<file path="src/rtl/clint_mh.sv">
// ============================================================================
// Module   : clint_mh
// Brief    : Multi-hart core-local interruptor (mtime/mtimecmp/msip) on a Wishbone classic slave port.
// Revision : 1.0 - initial release
// ============================================================================
`default_nettype none

module clint_mh #(
    parameter int PADDR_SIZE = 30,
    parameter int PDATA_SIZE = 32,
    parameter int NR_CORES   = 4,
    parameter int PRESCALE_W = 16,
    parameter int USE_RTC    = 0
) (
    input  logic                  clk,
    input  logic                  reset,
    input  logic                  wb_cyc,
    input  logic                  wb_stb,
    input  logic                  wb_we,
    input  logic [3:0]            wb_sel,
    input  logic [PADDR_SIZE-1:0] wb_adr,
    input  logic [PDATA_SIZE-1:0] wb_dat_i,
    output logic [PDATA_SIZE-1:0] wb_dat_o,
    output logic                  wb_ack,
    input  logic                  rtc_i,
    output logic [NR_CORES-1:0]   timer_irq_o,
    output logic [NR_CORES-1:0]   ipi_o,
    output logic [63:0]           mtime_o
);

    localparam logic [13:0] c_WORD_PRESCALE = 14'h2FFC;
    localparam logic [13:0] c_WORD_CTRL     = 14'h2FFD;
    localparam logic [13:0] c_WORD_MTIME_LO = 14'h2FFE;
    localparam logic [13:0] c_WORD_MTIME_HI = 14'h2FFF;
    localparam logic [11:0] c_NR_MSIP       = 12'(NR_CORES);
    localparam logic [10:0] c_NR_CMP        = 11'(NR_CORES);

    typedef enum logic [0:0] {
        ST_IDLE = 1'b0,
        ST_ACK  = 1'b1
    } state_t;

    state_t                  state_q;
    logic                    ack_q;
    logic [31:0]             rdata_q;
    logic [63:0]             mtime_q;
    logic [63:0]             mtimecmp_q [NR_CORES];
    logic [NR_CORES-1:0]     msip_q;
    logic [NR_CORES-1:0]     irq_q;
    logic [PRESCALE_W-1:0]   prescale_q;
    logic                    ctrl_q;

    logic [13:0]             w_word;
    logic                    w_acc;
    logic                    w_wr;
    logic                    w_msip_sel;
    logic                    w_cmp_sel;
    logic                    w_tick;
    logic [31:0]             w_rdata;
    logic                    unused_adr;

    function automatic logic [31:0] f_merge(input logic [31:0] old_v, input logic [31:0] new_v,
                                            input logic [3:0] be);
        logic [31:0] r;
        r = old_v;
        for (int b = 0; b < 4; b++) begin
            if (be[b]) r[8*b +: 8] = new_v[8*b +: 8];
        end
        return r;
    endfunction

    assign w_word     = wb_adr[13:0];
    assign unused_adr = ^wb_adr[PADDR_SIZE-1:14];
    assign w_acc      = (state_q == ST_IDLE) && wb_cyc && wb_stb;
    assign w_wr       = w_acc && wb_we;
    assign w_msip_sel = (w_word[13:12] == 2'b00) && (w_word[11:0] < c_NR_MSIP);
    assign w_cmp_sel  = (w_word[13:12] == 2'b01) && (w_word[11:1] < c_NR_CMP);

    always_comb begin
        w_rdata = '0;
        if (w_msip_sel) begin
            for (int i = 0; i < NR_CORES; i++) begin
                if (w_word[3:0] == i[3:0]) w_rdata = {31'b0, msip_q[i]};
            end
        end else if (w_cmp_sel) begin
            for (int i = 0; i < NR_CORES; i++) begin
                if (w_word[4:1] == i[3:0])
                    w_rdata = w_word[0] ? mtimecmp_q[i][63:32] : mtimecmp_q[i][31:0];
            end
        end else begin
            case (w_word)
                c_WORD_PRESCALE: w_rdata = 32'(prescale_q);
                c_WORD_CTRL:     w_rdata = {31'b0, ctrl_q};
                c_WORD_MTIME_LO: w_rdata = mtime_q[31:0];
                c_WORD_MTIME_HI: w_rdata = mtime_q[63:32];
                default:         w_rdata = '0;
            endcase
        end
    end

    generate
        if (USE_RTC != 0) begin : g_rtc
            // [0],[1] synchronise rtc_i; [2] holds the previous synchronised level for edge detect
            logic [2:0] sync_q;
            always_ff @(posedge clk) begin
                if (reset) sync_q <= '0;
                else       sync_q <= {sync_q[1:0], rtc_i};
            end
            assign w_tick = ctrl_q && sync_q[1] && !sync_q[2];
        end else begin : g_prescale
            logic [PRESCALE_W-1:0] pcnt_q;
            logic                  unused_rtc;
            assign unused_rtc = rtc_i;
            assign w_tick     = ctrl_q && (pcnt_q == prescale_q);
            always_ff @(posedge clk) begin
                if (reset)
                    pcnt_q <= '0;
                else if (!ctrl_q || w_tick || (w_wr && (w_word == c_WORD_PRESCALE)))
                    pcnt_q <= '0;
                else
                    pcnt_q <= pcnt_q + 1'b1;
            end
        end
    endgenerate

    always_ff @(posedge clk) begin
        if (reset) begin
            state_q <= ST_IDLE;
            ack_q   <= 1'b0;
            rdata_q <= '0;
        end else begin
            case (state_q)
                ST_IDLE: begin
                    if (w_acc) begin
                        state_q <= ST_ACK;
                        ack_q   <= 1'b1;
                        if (!wb_we) rdata_q <= w_rdata;
                    end
                end
                ST_ACK: begin
                    state_q <= ST_IDLE;
                    ack_q   <= 1'b0;
                end
                default: begin
                    state_q <= ST_IDLE;
                    ack_q   <= 1'b0;
                end
            endcase
        end
    end

    always_ff @(posedge clk) begin
        if (reset) begin
            mtime_q    <= '0;
            prescale_q <= '0;
            ctrl_q     <= 1'b1;
            msip_q     <= '0;
            irq_q      <= '0;
            for (int i = 0; i < NR_CORES; i++) mtimecmp_q[i] <= '1;
        end else begin
            for (int i = 0; i < NR_CORES; i++) begin
                irq_q[i] <= (mtime_q >= mtimecmp_q[i]);
                if (w_wr && w_msip_sel && wb_sel[0] && (w_word[3:0] == i[3:0]))
                    msip_q[i] <= wb_dat_i[0];
                if (w_wr && w_cmp_sel && (w_word[4:1] == i[3:0])) begin
                    if (w_word[0])
                        mtimecmp_q[i][63:32] <= f_merge(mtimecmp_q[i][63:32], wb_dat_i, wb_sel);
                    else
                        mtimecmp_q[i][31:0]  <= f_merge(mtimecmp_q[i][31:0], wb_dat_i, wb_sel);
                end
            end
            if (w_wr && (w_word == c_WORD_PRESCALE))
                prescale_q <= PRESCALE_W'(f_merge(32'(prescale_q), wb_dat_i, wb_sel));
            if (w_wr && (w_word == c_WORD_CTRL) && wb_sel[0])
                ctrl_q <= wb_dat_i[0];
            // A bus write to mtime wins over a coincident tick; that tick is lost.
            if (w_wr && (w_word == c_WORD_MTIME_LO))
                mtime_q[31:0]  <= f_merge(mtime_q[31:0], wb_dat_i, wb_sel);
            else if (w_wr && (w_word == c_WORD_MTIME_HI))
                mtime_q[63:32] <= f_merge(mtime_q[63:32], wb_dat_i, wb_sel);
            else if (w_tick)
                mtime_q <= mtime_q + 64'd1;
        end
    end

    assign wb_ack      = ack_q;
    assign wb_dat_o    = rdata_q;
    assign timer_irq_o = irq_q;
    assign ipi_o       = msip_q;
    assign mtime_o     = mtime_q;

endmodule

`default_nettype wire

</file>
<file path="config.mk">
export PLATFORM = sky130hd
export DESIGN_NAME = clint_mh
export DESIGN_NICKNAME = d
export VERILOG_FILES = /design/src/rtl/clint_mh.sv
export SDC_FILE = /design/constraint.sdc
export NUM_CORES = 1
export LEC_CHECK = 0
export CAP_MARGIN = 10
export CORE_UTILIZATION = 32
export CTS_BUF_LIST = sky130_fd_sc_hd__clkbuf_4 sky130_fd_sc_hd__clkbuf_8
export CTS_CLUSTER_DIAMETER = 40
export DETAILED_ROUTE_END_ITERATION = 7
export DONT_BUFFER_PORTS = 1
export PLACE_DENSITY_LB_ADDON = 0.12
export REMOVE_ABC_BUFFERS = 1
export SETUP_SLACK_MARGIN = 0.05
export SYNTH_ARGS = -nofsm -noshare
export SYNTH_HDL_FRONTEND = slang
export SYNTH_SLANG_ARGS = --single-unit
</file>
<file path="constraint.sdc">
create_clock -name clk -period 6.2 [get_ports clk]
set_clock_uncertainty 0.05 [all_clocks]
set_input_delay 1.24 -clock clk [delete_from_list [all_inputs] [get_ports clk]]
set_output_delay 1.24 -clock clk [all_outputs]
set_load 0.05 [all_outputs]
</file>
==> reports/qor.csv <==
metric;value;unit
status;complete, no violations;
rsz0062_at_grt;no;
whs_path_depth;1;
fmax;242;MHz
required;6720;ps
clk_latency;700;ps
arrival;4650;ps
maxSlewViolCount;0;
ys.flop_type;edfxtp_1;
cts_hold_buf;0;
design.final.nets;3049;
grt_max_degree;119;
initial_utilization;0.325;
setup_tns;0;ps
min-delay-path-class;flop to flop;
fp.dieH;286;um
min_to;wb_ack$_SDFFE_PP0P_;
avgRoutedWirePerCell;28.0;um
utilization;0.373;
syn_to_final_growth;14.9;%
dieArea;81700;um^2
fin_crit_sh;0.666;
r2r-end;mtime_o[42]$_SDFFE_PP0P_;
hold_viol;0;
vias;21847;
root_buffer;clkbuf_8;
ios;177;
port_buffers;0;
grt_usage;0.261;
drt_iter0_drc;1886;
layout_min_cycle_time;4130;ps
route.detailed.drc;0;
antenna_found_initial;8;
drt_pass1_iterations;6;
synthCells;2690;
cts_tree;yes;
hold_start;state_q$_SDFF_PP0_;
gp_congestion;0.887;
synth_area_per_cell;9.58;um^2
setup-violations-final;0;
crit_type;primary input to flop;
cts_resized;0;
slew-limit-headroom;0.165;
synth_area;25800;um^2
clkTransAtPathRegs;50;ps
grt_use_met2;0.443;
die_x;286;um
wl;108000;um
ys_warn_count;0;
ys_seq_elements;395;
r2r_start;mtime_o[1]$_SDFFE_PP0P_;
cap_violations;0;
use_met3;0.0595;
ys_seq_area_frac;0.406;
cp_max_fo;118;
met1_usage;0.319;
vias_per_cell;5.67;
seq_area;10500;um^2
hpwl;76200;um
p_leak;12.9;nW
layout-drive-gt1-share;0.134;
ant_nets;0;
fillCellCount;8028;
cts_buffer_depth;3;
rows;103;
clock-sinks;395;
grt_pass1_wl;154000;um
synth_cell_type_count;80;
numCtsBuffers;98;
r2r_setup_slack;2260;ps
worst_pin_slew;1250;ps
synth_edf_count;256;
post_cts_buffers;0;
start_kind;primary input;
grt_pass1_vias;21738;
layout_common_cells;inv_1 (266), ha_1 (258), edfxtp_1 (256), nand2_1 (251), nand2b_1 (163);
power_density;236;nW/um^2
htreeDepth;3;
vdd_drop_max;0.161;mV
async_flop_share;0;
multi_input_area;13700;um^2
gr-total-overflow;0;
core_area;79400;um^2
busiest_layer;met2;
crit_path_end_kind;flop;
final_common_cell;inv_1;
reg2reg_depth;9;
## cell type report
type | instances | share of cell area
diodes | 3 | 0.000254
well taps | 1050 | 0.0444
inverters | 266 | 0.0337
multi-input cells | 1862 | 0.463
clock inverters | 55 | 0.0252
clock buffers | 129 | 0.0551
flip-flops and latches | 395 | 0.354
repair buffers | 96 | 0.0248
## worst max-delay path, stage by stage
cell and delay [ps]:
nand2_1 680, or3_1 200, buf_4 360, nand3_2 470, nor2_1 1110, a31o_2 290, a31oi_1 80
## where the power goes
| part | total [mW] | leakage, nW | switching [mW] | internal (mW) |
|---|---|---|---|---|
| logic | 0.232 | 8.62 | 0.144 | 0.0875 |
| clock network | 3.89 | 1.22 | 1.42 | 2.47 |
| registers | 2.86 | 3.06 | 0.0410 | 2.82 |
## cell families (layout without fill, tap and decap cells)
family | Yosys count | after routing | share of synthesized area
flops | 395 | 395 | 0.406
other cells | 0 | 3 | 0
fa+ha+maj | 258 | 258 | 0.125
mux | 91 | 91 | 0.0609
buf+inv | 433 | 546 | 0.0645
simple gates | 897 | 897 | 0.185
xor+xnor | 29 | 29 | 0.00985
compound gates | 587 | 587 | 0.148
## through the flow
step	instances	worst slack, ps	hold WS [ps]	power [mW]	cell area, um^2
after floorplan	2523	-340	339	3.06	25100
after global placement	3669	1730	345	3.15	27200
after detailed placement	3669	1720	358	3.15	27200
after CTS	3853	2240	365	7.04	29600
after global routing	3855	2000	390	7.18	29600
final	3856	2070	365	6.99	29600
## worst max-delay path by stage
stage	endpoint	slack, ps	from
2_1_floorplan	mtimecmp_q[0][0]$_SDFFCE_PN1P_	-340	wb_adr[2]
3_3_place_gp	mtime_o[31]$_SDFFE_PP0P_	1730	wb_adr[12]
3_5_place_dp	mtime_o[63]$_SDFFE_PP0P_	1720	wb_adr[12]
4_1_cts	mtime_o[42]$_SDFFE_PP0P_	2240	mtime_o[1]$_SDFFE_PP0P_
5_1_grt	mtime_o[42]$_SDFFE_PP0P_	2000	mtime_o[1]$_SDFFE_PP0P_
6_report	mtime_o[18]$_SDFFE_PP0P_	2070	wb_adr[0]
## flip-flops by register name, indices dropped and copies added, names as in the netlist
name and cells:
ctrl_q 1, g_prescale.pcnt_q 16, ipi_o 4, mtime_o 64, mtimecmp_q 256, prescale_q 16
state_q 1, timer_irq_o 4, wb_ack 1, wb_dat_o 32
## layer usage
metal / vias to the layer above / part of all wire
met2: 913 / 0.48
met5: - / 0.00012
li1: 9901 / -
met1: 10829 / 0.40
met3: 202 / 0.077
met4: 2 / 0.042
## cells in the mapped netlist, drive strengths merged, types with 5 or more instances
| cell type | instances | share of area |
|---|---|---|
| inv | 266 | 0.039 |
| ha | 258 | 0.13 |
| edfxtp | 256 | 0.30 |
| nand2 | 252 | 0.037 |
| nand2b | 164 | 0.040 |
| a21oi | 159 | 0.031 |
| dfxtp | 139 | 0.11 |
| o21ai | 124 | 0.024 |
| clkbuf | 120 | 0.018 |
| nor2 | 118 | 0.017 |
| or3 | 105 | 0.025 |
| a21o | 74 | 0.022 |
| nand4 | 68 | 0.017 |
| mux4 | 51 | 0.045 |
| buf | 47 | 0.0083 |
| nand3 | 41 | 0.0082 |
| a22oi | 35 | 0.010 |
| nor3 | 33 | 0.0070 |
| and3 | 28 | 0.0068 |
| a211oi | 26 | 0.0076 |
| a221oi | 24 | 0.0082 |
| a31oi | 24 | 0.0058 |
| mux2i | 23 | 0.0089 |
| and4 | 21 | 0.0071 |
| and2 | 20 | 0.0049 |
| nor4 | 18 | 0.0055 |
| xnor2 | 18 | 0.0061 |
| mux2 | 17 | 0.0074 |
| o211ai | 17 | 0.0050 |
| o31ai | 17 | 0.0050 |
| o221ai | 13 | 0.0044 |
| xor2 | 11 | 0.0037 |
| a22o | 10 | 0.0034 |
| a222oi | 6 | 0.0023 |
| nor2b | 6 | 0.0015 |
| o21a | 6 | 0.0017 |
| a31o | 5 | 0.0017 |
| o22ai | 5 | 0.0012 |
| or4 | 5 | 0.0015 |
Note: power is estimated with default switching activity, not from simulation.
